## src/rtl/wib_pwr_pkg.sv

```systemverilog
// Shared constants and helpers for the WIB power sequencer.
// Holds state codes, default rail/step delays and the WIB count.
// No ports; imported by wib_pwr_seq and seq_timer.
package wib_pwr_pkg;

    localparam int NUM_WIB       = 6;
    localparam int DEF_LOCAL_DLY = 1000;
    localparam int DEF_WIB_DLY   = 10000;

    // State codes are visible in the status register, so values are fixed.
    typedef enum logic [2:0] {
        ST_IDLE = 3'd0,
        ST_UP33 = 3'd1,
        ST_UP25 = 3'd2,
        ST_RUN  = 3'd3,
        ST_DN25 = 3'd4
    } state_e;

    // Width able to hold the larger of the two delays.
    function automatic int tmr_width(input int a, input int b);
        int m;
        m = (a > b) ? a : b;
        return $clog2(m + 1);
    endfunction

    // Isolate the lowest set bit (two's-complement trick).
    function automatic logic [NUM_WIB-1:0] lowest_set(input logic [NUM_WIB-1:0] v);
        return v & (-v);
    endfunction

endpackage

```

## src/rtl/seq_timer.sv

```systemverilog
// Loadable down-counter with zero flag; counts down once per cycle and holds at 0.
// Latency: load takes effect on the next edge; zero is combinational from the count.
// Ports: clk, rstn (sync active-low), load/load_val, zero.
module seq_timer #(
    parameter int W = 4
) (
    input  logic         clk,
    input  logic         rstn,
    input  logic         load,
    input  logic [W-1:0] load_val,
    output logic         zero
);

    logic [W-1:0] cnt;

    always_ff @(posedge clk) begin
        if (!rstn) begin
            cnt <= '0;
        end else if (load) begin
            cnt <= load_val;
        end else if (cnt != '0) begin
            cnt <= cnt - 1'b1;
        end
    end

    assign zero = (cnt == '0);

endmodule

```

## src/rtl/wib_pwr_seq.sv

```systemverilog
// WIB power sequencer: brings up local 3V3 then 2V5, then turns on requested WIBs
// one at a time WIB_DLY cycles apart; turn-offs are immediate, rails fall in reverse.
// Ports: clk_axi, rstn_axi (sync active-low), wib_req_in mask, kill_in; all outputs registered.
module wib_pwr_seq
    import wib_pwr_pkg::*;
#(
    parameter int LOCAL_DLY = DEF_LOCAL_DLY,
    parameter int WIB_DLY   = DEF_WIB_DLY
) (
    input  logic       clk_axi,
    input  logic       rstn_axi,
    input  logic [5:0] wib_req_in,
    input  logic       kill_in,
    output logic [5:0] wib_en_out,
    output logic [5:0] wib_on_led_out,
    output logic       local_3v3_en_out,
    output logic       local_2v5_en_out,
    output logic       busy_out,
    output logic [2:0] state_out
);

    localparam int TW = tmr_width(LOCAL_DLY, WIB_DLY);
    localparam logic [TW-1:0] LOCAL_RLD = TW'(LOCAL_DLY - 1);
    localparam logic [TW-1:0] WIB_RLD   = TW'(WIB_DLY - 1);

    state_e               state, state_nxt;
    logic [NUM_WIB-1:0]   wib_en, wib_en_nxt;
    logic                 v33, v33_nxt;
    logic                 v25, v25_nxt;
    logic                 busy, busy_nxt;
    logic [NUM_WIB-1:0]   pending;
    logic                 tmr_load;
    logic [TW-1:0]        tmr_val;
    logic                 tmr_zero;

    // One timer serves both rail spacing and WIB step spacing; the phases never overlap.
    seq_timer #(.W(TW)) u_timer (
        .clk      (clk_axi),
        .rstn     (rstn_axi),
        .load     (tmr_load),
        .load_val (tmr_val),
        .zero     (tmr_zero)
    );

    always_ff @(posedge clk_axi) begin
        if (!rstn_axi) begin
            state  <= ST_IDLE;
            wib_en <= '0;
            v33    <= 1'b0;
            v25    <= 1'b0;
            busy   <= 1'b0;
        end else begin
            state  <= state_nxt;
            wib_en <= wib_en_nxt;
            v33    <= v33_nxt;
            v25    <= v25_nxt;
            busy   <= busy_nxt;
        end
    end

    assign pending = wib_req_in & ~wib_en;

    always_comb begin
        state_nxt  = state;
        wib_en_nxt = wib_en;
        v33_nxt    = v33;
        v25_nxt    = v25;
        busy_nxt   = 1'b0;
        tmr_load   = 1'b0;
        tmr_val    = '0;

        if (kill_in) begin
            // Emergency off: drop everything at once, park the timer at 0.
            state_nxt  = ST_IDLE;
            wib_en_nxt = '0;
            v33_nxt    = 1'b0;
            v25_nxt    = 1'b0;
            tmr_load   = 1'b1;
            tmr_val    = '0;
        end else begin
            case (state)
                ST_IDLE: begin
                    if (wib_req_in != '0) begin
                        state_nxt = ST_UP33;
                        v33_nxt   = 1'b1;
                        tmr_load  = 1'b1;
                        tmr_val   = LOCAL_RLD;
                    end
                end
                ST_UP33: begin
                    if (tmr_zero) begin
                        state_nxt = ST_UP25;
                        v25_nxt   = 1'b1;
                        tmr_load  = 1'b1;
                        tmr_val   = LOCAL_RLD;
                    end
                end
                ST_UP25: begin
                    // Timer is at 0 on exit, so the first WIB step is immediately allowed.
                    if (tmr_zero) begin
                        state_nxt = ST_RUN;
                    end
                end
                ST_RUN: begin
                    if ((wib_req_in == '0) && (wib_en == '0)) begin
                        state_nxt = ST_DN25;
                        v25_nxt   = 1'b0;
                        tmr_load  = 1'b1;
                        tmr_val   = LOCAL_RLD;
                    end else begin
                        // Drops are immediate; at most one new WIB per step interval.
                        wib_en_nxt = wib_en & wib_req_in;
                        if ((pending != '0) && tmr_zero) begin
                            wib_en_nxt = wib_en_nxt | lowest_set(pending);
                            tmr_load   = 1'b1;
                            tmr_val    = WIB_RLD;
                        end
                    end
                end
                ST_DN25: begin
                    if (tmr_zero) begin
                        state_nxt = ST_IDLE;
                        v33_nxt   = 1'b0;
                    end
                end
                default: begin
                    state_nxt  = ST_IDLE;
                    wib_en_nxt = '0;
                    v33_nxt    = 1'b0;
                    v25_nxt    = 1'b0;
                end
            endcase
        end

        // Busy is registered, so it is derived from the next-cycle values.
        case (state_nxt)
            ST_UP33, ST_UP25, ST_DN25: busy_nxt = 1'b1;
            ST_RUN:                    busy_nxt = |(wib_req_in & ~wib_en_nxt);
            default:                   busy_nxt = 1'b0;
        endcase
    end

    assign wib_en_out       = wib_en;
    assign wib_on_led_out   = wib_en;
    assign local_3v3_en_out = v33;
    assign local_2v5_en_out = v25;
    assign busy_out         = busy;
    assign state_out        = state;

endmodule
```

## config.mk

```make
export PLATFORM = sky130hd
export DESIGN_NAME = wib_pwr_seq
export DESIGN_NICKNAME = d
export VERILOG_FILES = /design/src/rtl/wib_pwr_pkg.sv /design/src/rtl/seq_timer.sv /design/src/rtl/wib_pwr_seq.sv
export SDC_FILE = /design/constraint.sdc
export NUM_CORES = 1
export LEC_CHECK = 0
export CORE_ASPECT_RATIO = 2
export CORE_MARGIN = 2
export CORE_UTILIZATION = 33
export CTS_CLUSTER_DIAMETER = 150
export DETAILED_ROUTE_END_ITERATION = 6
export DONT_BUFFER_PORTS = 1
export HOLD_SLACK_MARGIN = 0.03
export PLACE_DENSITY = 0.49
export SLEW_MARGIN = 0
export SYNTH_ARGS = -nofsm -noshare
export SYNTH_HDL_FRONTEND = slang
export SYNTH_HIERARCHICAL = 1
export SYNTH_SLANG_ARGS = --single-unit
```

## constraint.sdc

```tcl
create_clock -name clk_axi -period 5.2 [get_ports clk_axi]
set_input_delay 0.52 -clock clk_axi [delete_from_list [all_inputs] [get_ports clk_axi]]
set_output_delay 0.52 -clock clk_axi [all_outputs]
set_load 0.1 [all_outputs]
```

After elaboration in Yosys (flattened, before gate mapping). Index checks and enable logic that the tools add are counted. W data, S select, Z words.

Add/sub/neg operators: 2. Equality and inequality tests: 12. Multiplexer cells: 32. Bitwise gates (word level): 10. Reduce and logical (&&, ||, !) cells: 18.

Operators by type and width (number): $mux W14 (5); $pmux W14 S3 (1); $and A6 B6 Y6 (4); $mux W10 (2); $mux W3 (6); $mux W6 (3); $pmux W3 S5 (1); $logic_not A14 Y1 (1); $reduce_bool A14 Y1 (1); $sub A14 B1 Y14 const B (1); $eq A3 B2 Y1 const B (4); $logic_not A6 Y1 (2); $not A6 Y6 (2); $pmux W6 S2 (1); $reduce_bool A6 Y1 (2); $mux W1 (9); $pmux W1 S3 (3); $reduce_or A3 Y1 (3); $ne A2 B2 Y1 const B (4); $eq A3 B1 Y1 const B (2); $eq A3 B3 Y1 const B (2); $neg A6 Y6 (1); $or A6 B6 Y6 (1); $reduce_and A3 Y1 (2); other kinds (8) (11).

Register bits: 26. Bits of input ports: 9. Output and inout port bits: 18. Word-level logic and storage cells: 80.

Longest topological paths before layout.
Word-level depth: 13. Mapped depth: 16. Mapped depth without buffers: 13.

Hierarchy. Netlist, hierarchy kept.

Modules (own cells, without submodules): wib_pwr_seq (instances 1, cells each 139, area each 984.7 µm², sequential area each 240.2 µm²); seq_timer (instances 1, cells each 101, area each 820.8 µm², sequential area each 280.3 µm²).

Worst setup path before layout. OpenSTA, ideal clock, no wires.

Path type: register to register. Start point: reg u_timer.cnt[0]. End point: reg u_timer.cnt[7]. Library setup time: 0.122 ns. Arrival: 3.102 ns. Data required time: 5.078 ns. Slack: 1.976 ns. Stages on the path, launching flop included: 16. Buffers on the path: 3. Clock period less this slack: 3.224 ns. Cell sequence: dfxtp_1 > inv_1 > ha_1 > or4b_4 > or4_1 > buf_2 > inv_2 > clkbuf_1 > nand3_1 > a21o_1 > o21a_1 > nand2_1 > inv_1 > buf_2 > o21ai_0 > a21oi_2.

Longest elaborated chain between the ends: 7. Elaborated cells on any way between the ends: 15. Classes of those cells: add/sub: 1; mux: 10; reduce/logical: 4.

RTL lines: start, declared (RTL line seq_timer.sv:14) `logic [W-1:0] cnt;`; start signal, assigned (RTL line seq_timer.sv:20) `cnt <= load_val;`; start signal, assigned (RTL line seq_timer.sv:22) `cnt <= cnt - 1'b1;`; $logic_not A14 Y1 * (RTL line seq_timer.sv:26) `assign zero = (cnt == '0);`; net tmr_zero (RTL line wib_pwr_seq.sv:34) `logic tmr_zero;`; $logic_and A1 B1 Y1 (RTL line wib_pwr_seq.sv:113) `if ((pending != '0) && tmr_zero) begin`; $mux W1 (RTL line wib_pwr_seq.sv:113); $mux W1 (RTL line wib_pwr_seq.sv:105) `if ((wib_req_in == '0) && (wib_en == '0)) begin`; $pmux W1 S3 * (RTL line wib_pwr_seq.sv:81) `case (state)`; $mux W1 * (RTL line wib_pwr_seq.sv:72) `if (kill_in) begin`; net tmr_load (RTL line wib_pwr_seq.sv:32) `logic tmr_load;`; $mux W14 / $reduce_bool A2 Y1 (equally long branches).

The timed path passes the listed nets; every way through them passes the cells marked *. The select of a mux whose other input is x is not followed. A chain may end at the register's enable or synchronous reset.

Worst setup path after layout. Ends and elaborated chain as after synthesis.

==> results.yml <==
status:
  status: "completed"
logic_synthesis:
  synthesis.area_um2: 1810
  ys_seq_area_share_pct: 28.8
  synthDistinctLibCells: 61
  synth_top_flop_cell: "dfxtp_1"
  yosysWarnings: 6
  synth-seq-cells: 26
  synth_edf_count: 0
  async_flop_share_pct: 0
  synthCells: 240
  synth_area_per_cell_um2: 7.52
cells_and_area:
  antenna_cells: 0
  drive_above_1_share_pct: 13.0
  stdcell_count: 291
  utilization_pct: 34.9
  syn_to_final_growth_pct: 3.88
  nets: 243
  layout_commonest_cell: "a21oi_1"
  final_cell_mix: "20 x a21oi_1, 19 x o21ai_0, 19 x dfxtp_1, 18 x nor2_1, 17 x nand2_1"
global_routing:
  grt_pass1_vias: 1816
  antenna_found_initial: 0
  grt_pass1_wl_mm: 8.80
  grt_max_degree: 25
  grt.total_usage_pct: 18.6
  grt-ovfl-total: 0
worst_setup_path:
  start_kind: "flip-flop"
  endpoint: "u_timer/cnt[7]"
  path_cells: "inv_1, ha_1, or4b_4, or4_1, inv_2, nand3_1, a21o_1, o21a_1, nand2_1, inv_1, o21ai_0, a21oi_2"
  r2r_slack_ns: 1.42
  crit_type: "flip-flop to flip-flop"
  r2r_cells: 12
  crit_fanout: 14
  cp-end-kind: "flip-flop"
  critPathMaxStageDelay_ns: 0.71
  crit_top_cell: "inv_1"
  cp_slowest_cell: "or4_1"
  worst_r2r_endpoint: "u_timer/cnt[7]"
  rr_startpoint: "u_timer/cnt[0]"
  startpoint: "u_timer/cnt[0]"
  crit_arrival_ns: 3.94
  cp.required_ns: 5.36
timing:
  period_share_pct: 72.8
  relSlewSlack_pct: 35.1
  slew_violations: 0
  timing_worst_slew_pin_value_ns: 0.972
  rsz0062_at_grt: "no"
  finalSetupTns_ns: 0
  min_period_ns: 3.78
  fmax_ghz: 0.264
  skew_ns: 0.00253
  finalSetupViolCount: 0
  hold_violations: 0
placement:
  place.gp.congestion: 0.885
  dp.final_hpwl_mm: 4.30
  dp.cells: 288
  portBuffers: 0
floorplanning:
  die_width_um: 56.3
  fp.coreArea_um2: 5370
  dieArea_um2: 6110
  ios: 27
  placementRows: 38
  initial_core_util_pct: 33.6
  die_y_um: 109
clock_tree:
  clock-root-buffer: "clkbuf_8"
  cts_tree: "built"
  cts_sinks: 26
  h-tree-depth: 1
  cts_buffers: 3
  path_clk_slew_ns: 0.09
  cts.repair.resized: 0
  clock_latency_ns: 0.27
  postCtsSetupRepairBufs: 0
  clock_path_buffers: 2
  holdBufCountCts: 0
pwr:
  power.density_nw_per_um2: 227
  p_leak_nw: 0.642
  peakVddDrop_uv: 107
min_path:
  hold_class: "input pin to flip-flop"
  min_from: "rstn_axi"
  hold_path_depth: 2
detailed_routing:
  wl_per_cell_um: 18.9
  drc_errors: 0
  vias: 1808
  drtIter0Drc: 39
  wirelength_mm: 5.51
  drtPass1Iterations: 4
  ant_nets: 0
  viasPerCell: 6.21
flow_run:
  max-cap-violations: 0
power by group:
part	internal [mW]	switching [mW]	leakage, nW
clock network	0.0519	0.0613	0.0216
logic	0.0327	0.0530	0.404
registers	0.208	0.0191	0.217
cell type report:
| class | instances | area [um2] |
|---|---|---|
| fill | 612 | 3500 |
| multi-input combinational | 184 | 1130 |
| sequential | 26 | 529 |
| tap | 60 | 75.1 |
| timing repair buffer | 8 | 60.1 |
| clock buffer | 3 | 41.3 |
| inverter | 10 | 37.5 |
routing by layer:
| layer | global-route usage [%] | part of all wire (%) | vias up |
|---|---|---|---|
| li1 | - | - | 869 |
| met3 | 2.63 | 5.1 | 16 |
| met1 | 17.0 | 32 | 851 |
| met4 | 12.6 | 4.7 | 0 |
| met2 | 36.5 | 58 | 72 |
| met5 | 0 | 0 | - |
cell families (layout without fill, tap and decap cells):
| family | after synthesis | after routing | synth area share, % |
|---|---|---|---|
| buffers and inverters | 32 | 21 | 8.87 |
| adder cells (fa/ha/maj) | 1 | 1 | 0.693 |
| XOR/XNOR | 3 | 3 | 1.46 |
| AO/OA/AOI/OAI | 80 | 80 | 29.8 |
| other | 1 | 3 | 0.208 |
| multiplexers | 1 | 1 | 0.554 |
| AND/OR/NAND/NOR | 96 | 96 | 29.6 |
| flip-flops | 26 | 26 | 28.8 |
worst min-delay path by stage:
| stage | endpoint | slack (ns) |
|---|---|---|
| floorplan | u_timer/cnt[11] | 0.48 |
| global placement | u_timer/cnt[0] | 0.52 |
| detailed placement | u_timer/cnt[0] | 0.53 |
| CTS | u_timer/cnt[8] | 0.37 |
| global route | u_timer/cnt[6] | 0.37 |
| finish | u_timer/cnt[6] | 0.38 |
registers in the layout, indices dropped and copies added (netlist names):
signal	cells
u_timer/cnt	14
wib_en_out	6
state_out	3
busy_out	1
local_2v5_en_out	1
local_3v3_en_out	1
critical path: cells and delay by family (launching register included):
kind / cells / cell delay [ns]
buffers and inverters: 3 / 0.65
AO/OA/AOI/OAI: 4 / 0.76
AND/OR/NAND/NOR: 4 / 1.69
adder cells (fa/ha/maj): 1 / 0.22
flip-flops: 1 / 0.35
Yosys cell counts (3+ instances only):
library cell / count / share of area (%)
a211oi_1: 3 / 1.2
a21o_1: 3 / 1.2
a21oi_1: 20 / 5.5
a31oi_1: 3 / 1.0
a32oi_1: 3 / 1.5
buf_2: 6 / 1.7
buf_4: 6 / 2.5
clkbuf_1: 7 / 1.5
dfxtp_1: 26 / 29
inv_1: 9 / 1.9
nand2_1: 17 / 3.5
nand3_1: 9 / 2.5
nand4_1: 3 / 1.0
nor2_1: 18 / 3.7
nor2b_1: 6 / 2.1
nor3_1: 5 / 1.4
nor4_1: 6 / 2.1
o211ai_1: 4 / 1.7
o21ai_0: 19 / 5.3
o311ai_0: 3 / 1.5
o31ai_1: 3 / 1.2
or3_1: 8 / 2.8
or4_1: 5 / 2.1
per-stage QoR:
stage / cell area, um2 / total power [mW] / worst slack (ns) / hold WS [ns]
final: 1880 / 0.426 / 1.42 / 0.383
after global routing: 1880 / 0.448 / 1.12 / 0.374
after CTS: 1880 / 0.431 / 1.45 / 0.372
after detailed placement: 1830 / 0.316 / 1.47 / 0.531
after global placement: 1830 / 0.318 / 1.56 / 0.520
after floorplan: 1810 / 0.300 / 1.98 / 0.479
No activity file was read; power rests on OpenSTA's default activity.
==> variant: new RTL, same settings <==
The package constant `DEF_WIB_DLY` goes from 10000 to 20000.
--- a/src/rtl/wib_pwr_pkg.sv
+++ b/src/rtl/wib_pwr_pkg.sv
@@ -5,7 +5,7 @@
 
     localparam int NUM_WIB       = 6;
     localparam int DEF_LOCAL_DLY = 1000;
-    localparam int DEF_WIB_DLY   = 10000;
+    localparam int DEF_WIB_DLY   = 20000;
 
     // State codes are visible in the status register, so values are fixed.
     typedef enum logic [2:0] {
Function: same outputs for any inputs over 10 cycles, from zero or initial values and one cycle with rstn_axi low; that may be too few to reach the edited logic, so the function may still have changed.
==> variant against the unedited design <==
Wire length is 2.4% lower; power is 12% higher; largest power group unchanged; combinational power is 32% higher; global-route usage is 0.20 points lower; design area is 2.0% higher; non-clock buffer count is 2 lower; synthesized area is 1.8% higher; worst setup slack better by 0.49 ns; critical path depth stayed put; sequential cell count is 1 higher.
==> variant: results (changes against the unedited design) <==
- Initial antenna violation count: 0 (unchanged)
- Max reg flops: 15 (+1)
- Total track usage: 18.4% (-0.20 points)
- Final setup vio count: 0 (unchanged)
- Buffers on Ports: 0 (unchanged)
- Relative slew slack: 25.8% (-9.4 points)
- YS warnings: 6 (unchanged)
- CTS Root Cell: clkbuf_8
- DRT Wirelength: 5380 um (-2.4%)
- Fillcell total: 627 (+2.5%)
- Initial drt markers: 132 (+240%)
- Placer congestion estimate: 0.875 (-1.1%)
- Largest stage delay, worst path: 0.67 ns (-0.04 ns)
- Dominant synthesized flop cell: dfxtp_1
- Post-Synthesis Mean Instance Area: 7.66 sq um (+1.8%)
- Hold WC Path Type: primary input to flop
- DR vias: 1763 (-2.5%)
- Clk_lat worst skew: around 0.28 ns
- Setup Fix Bufs, Post-CTS: 0 (unchanged)
- Share of cells above drive strength 1: 14.2% (+1.2 points)
- Status: complete, no violations
- Arr. time, crit path: 3.45 ns (-0.49 ns)
- Sequential element share of the synthesized area: 29.4% (+0.58 points)
- Synth area leaders: dfxtp_1 29%, nand2_1 6.3%, o21ai_0 4.4%
- Number of non-filler instances in the completed layout: 292 (+0.34%)
- Critical path peak fanout: 11 (-3)
- Worst path slowest cell: or4b_2
- Largest Register: u_timer/cnt
- Synth async-reset ratio: 0% (unchanged)
- Fin Clk Skew: 0.00424 ns (+0.00171 ns)
- HPWL after DPL: 4290 um (about the same)
- Lkg Pwr: 0.635 nW (-1.1%)
- FF-to-FF path depth: 12 (unchanged)
- H-tree depth: 1 (unchanged)
- CTS Buffer Depth: 2 (unchanged)
- Top post-synthesis cells by count: 31 x nand2_1, 27 x dfxtp_1, 18 x nor2_1
- First-pass GRT wire length: 8870 um (+0.70%)
- Worst VDD drop: 132 uV (+24%)
- Unique cell type count in the Yosys netlist: 57 (-6.6%)
- Drt first pass iters: 4 (unchanged)
==> variant: changes by cell type after synthesis, sizes merged, moves of 3 or more <==
cell / unedited run / this run
nor3: 5 / 9
or3: 8 / 2
nor4: 6 / 9
nand3: 9 / 5
nand2: 17 / 31
xnor2: 1 / 8
buf: 13 / 9
a21oi: 21 / 13
==> variant: layer usage <==
layer  vias up  wire length, um  GRT usage [%]
met2        40             3100           37.0
met3        17              163           2.59
met5         -                0              0
met4         0              295           11.1
li1        853                -              -
met1       853             1820           16.7
==> variant: per-stage QoR <==
step | setup slack, ns | hold WS, ns | utilization (%) | area, sq um
6_report | 1.90 | 0.383 | 35.3 | 1910
5_1_grt | 1.64 | 0.376 | 35.3 | 1910
4_1_cts | 1.88 | 0.371 | 35.3 | 1910
3_5_place_dp | 1.89 | 0.538 | 34.4 | 1860
3_3_place_gp | 1.96 | 0.543 | 34.4 | 1860
2_1_floorplan | 2.21 | 0.506 | - | 1840
==> variant: power breakdown <==
| group | leakage [nW] | switching (mW) | internal [mW] |
|---|---|---|---|
| logic | 0.389 | 0.0670 | 0.0463 |
| clock network | 0.0217 | 0.0712 | 0.0544 |
| registers | 0.224 | 0.0210 | 0.216 |
| total | 0.635 | 0.159 | 0.317 |
==> variant: worst paths after layout <==
path / slack, ns / end / start
max: 1.90 / u_timer/cnt[9]$_SDFFE_PN0P_ / u_timer/cnt[0]$_SDFFE_PN0P_
min: 0.38 / wib_en_out[1]$_SDFF_PN0_ / wib_req_in[1]
max reg2reg: 1.90 / u_timer/cnt[9]$_SDFFE_PN0P_ / u_timer/cnt[0]$_SDFFE_PN0P_
min reg2reg: 0.55 / u_timer/cnt[0]$_SDFFE_PN0P_ / u_timer/cnt[0]$_SDFFE_PN0P_
==> variant: worst max-delay path: cells and delay by family (launching register included) <==
family          cells  cell delay [ns]
buf+inv             3             0.42
flops               1             0.35
compound gates      3             0.60
simple gates        5             1.59
fa+ha+maj           1             0.21
==> variant: logic make-up (layout without fill, tap and decap cells) <==
family,count (synthesis),after routing,share of synthesized area [%]
adders and majority gates,1,1,0.681
AOI/OAI and AO/OA,68,68,25.3
buffers and inverters,28,19,7.62
DFF,27,27,29.4
and+or+nand+nor,104,104,31.5
xor gates and xnor gates,11,11,5.24
other,1,2,0.204
==> variant: cell type report <==
cell class / instances / area, sq um / area share [%]
inverter: 9 / 33.8 / 1.77
clock buffer: 3 / 41.3 / 2.16
sequential: 27 / 549 / 28.7
clock inverter: 1 / 7.51 / 0.392
timing repair buffer: 6 / 45.0 / 2.35
multi-input combinational: 186 / 1160 / 60.7
tap: 60 / 75.1 / 3.92
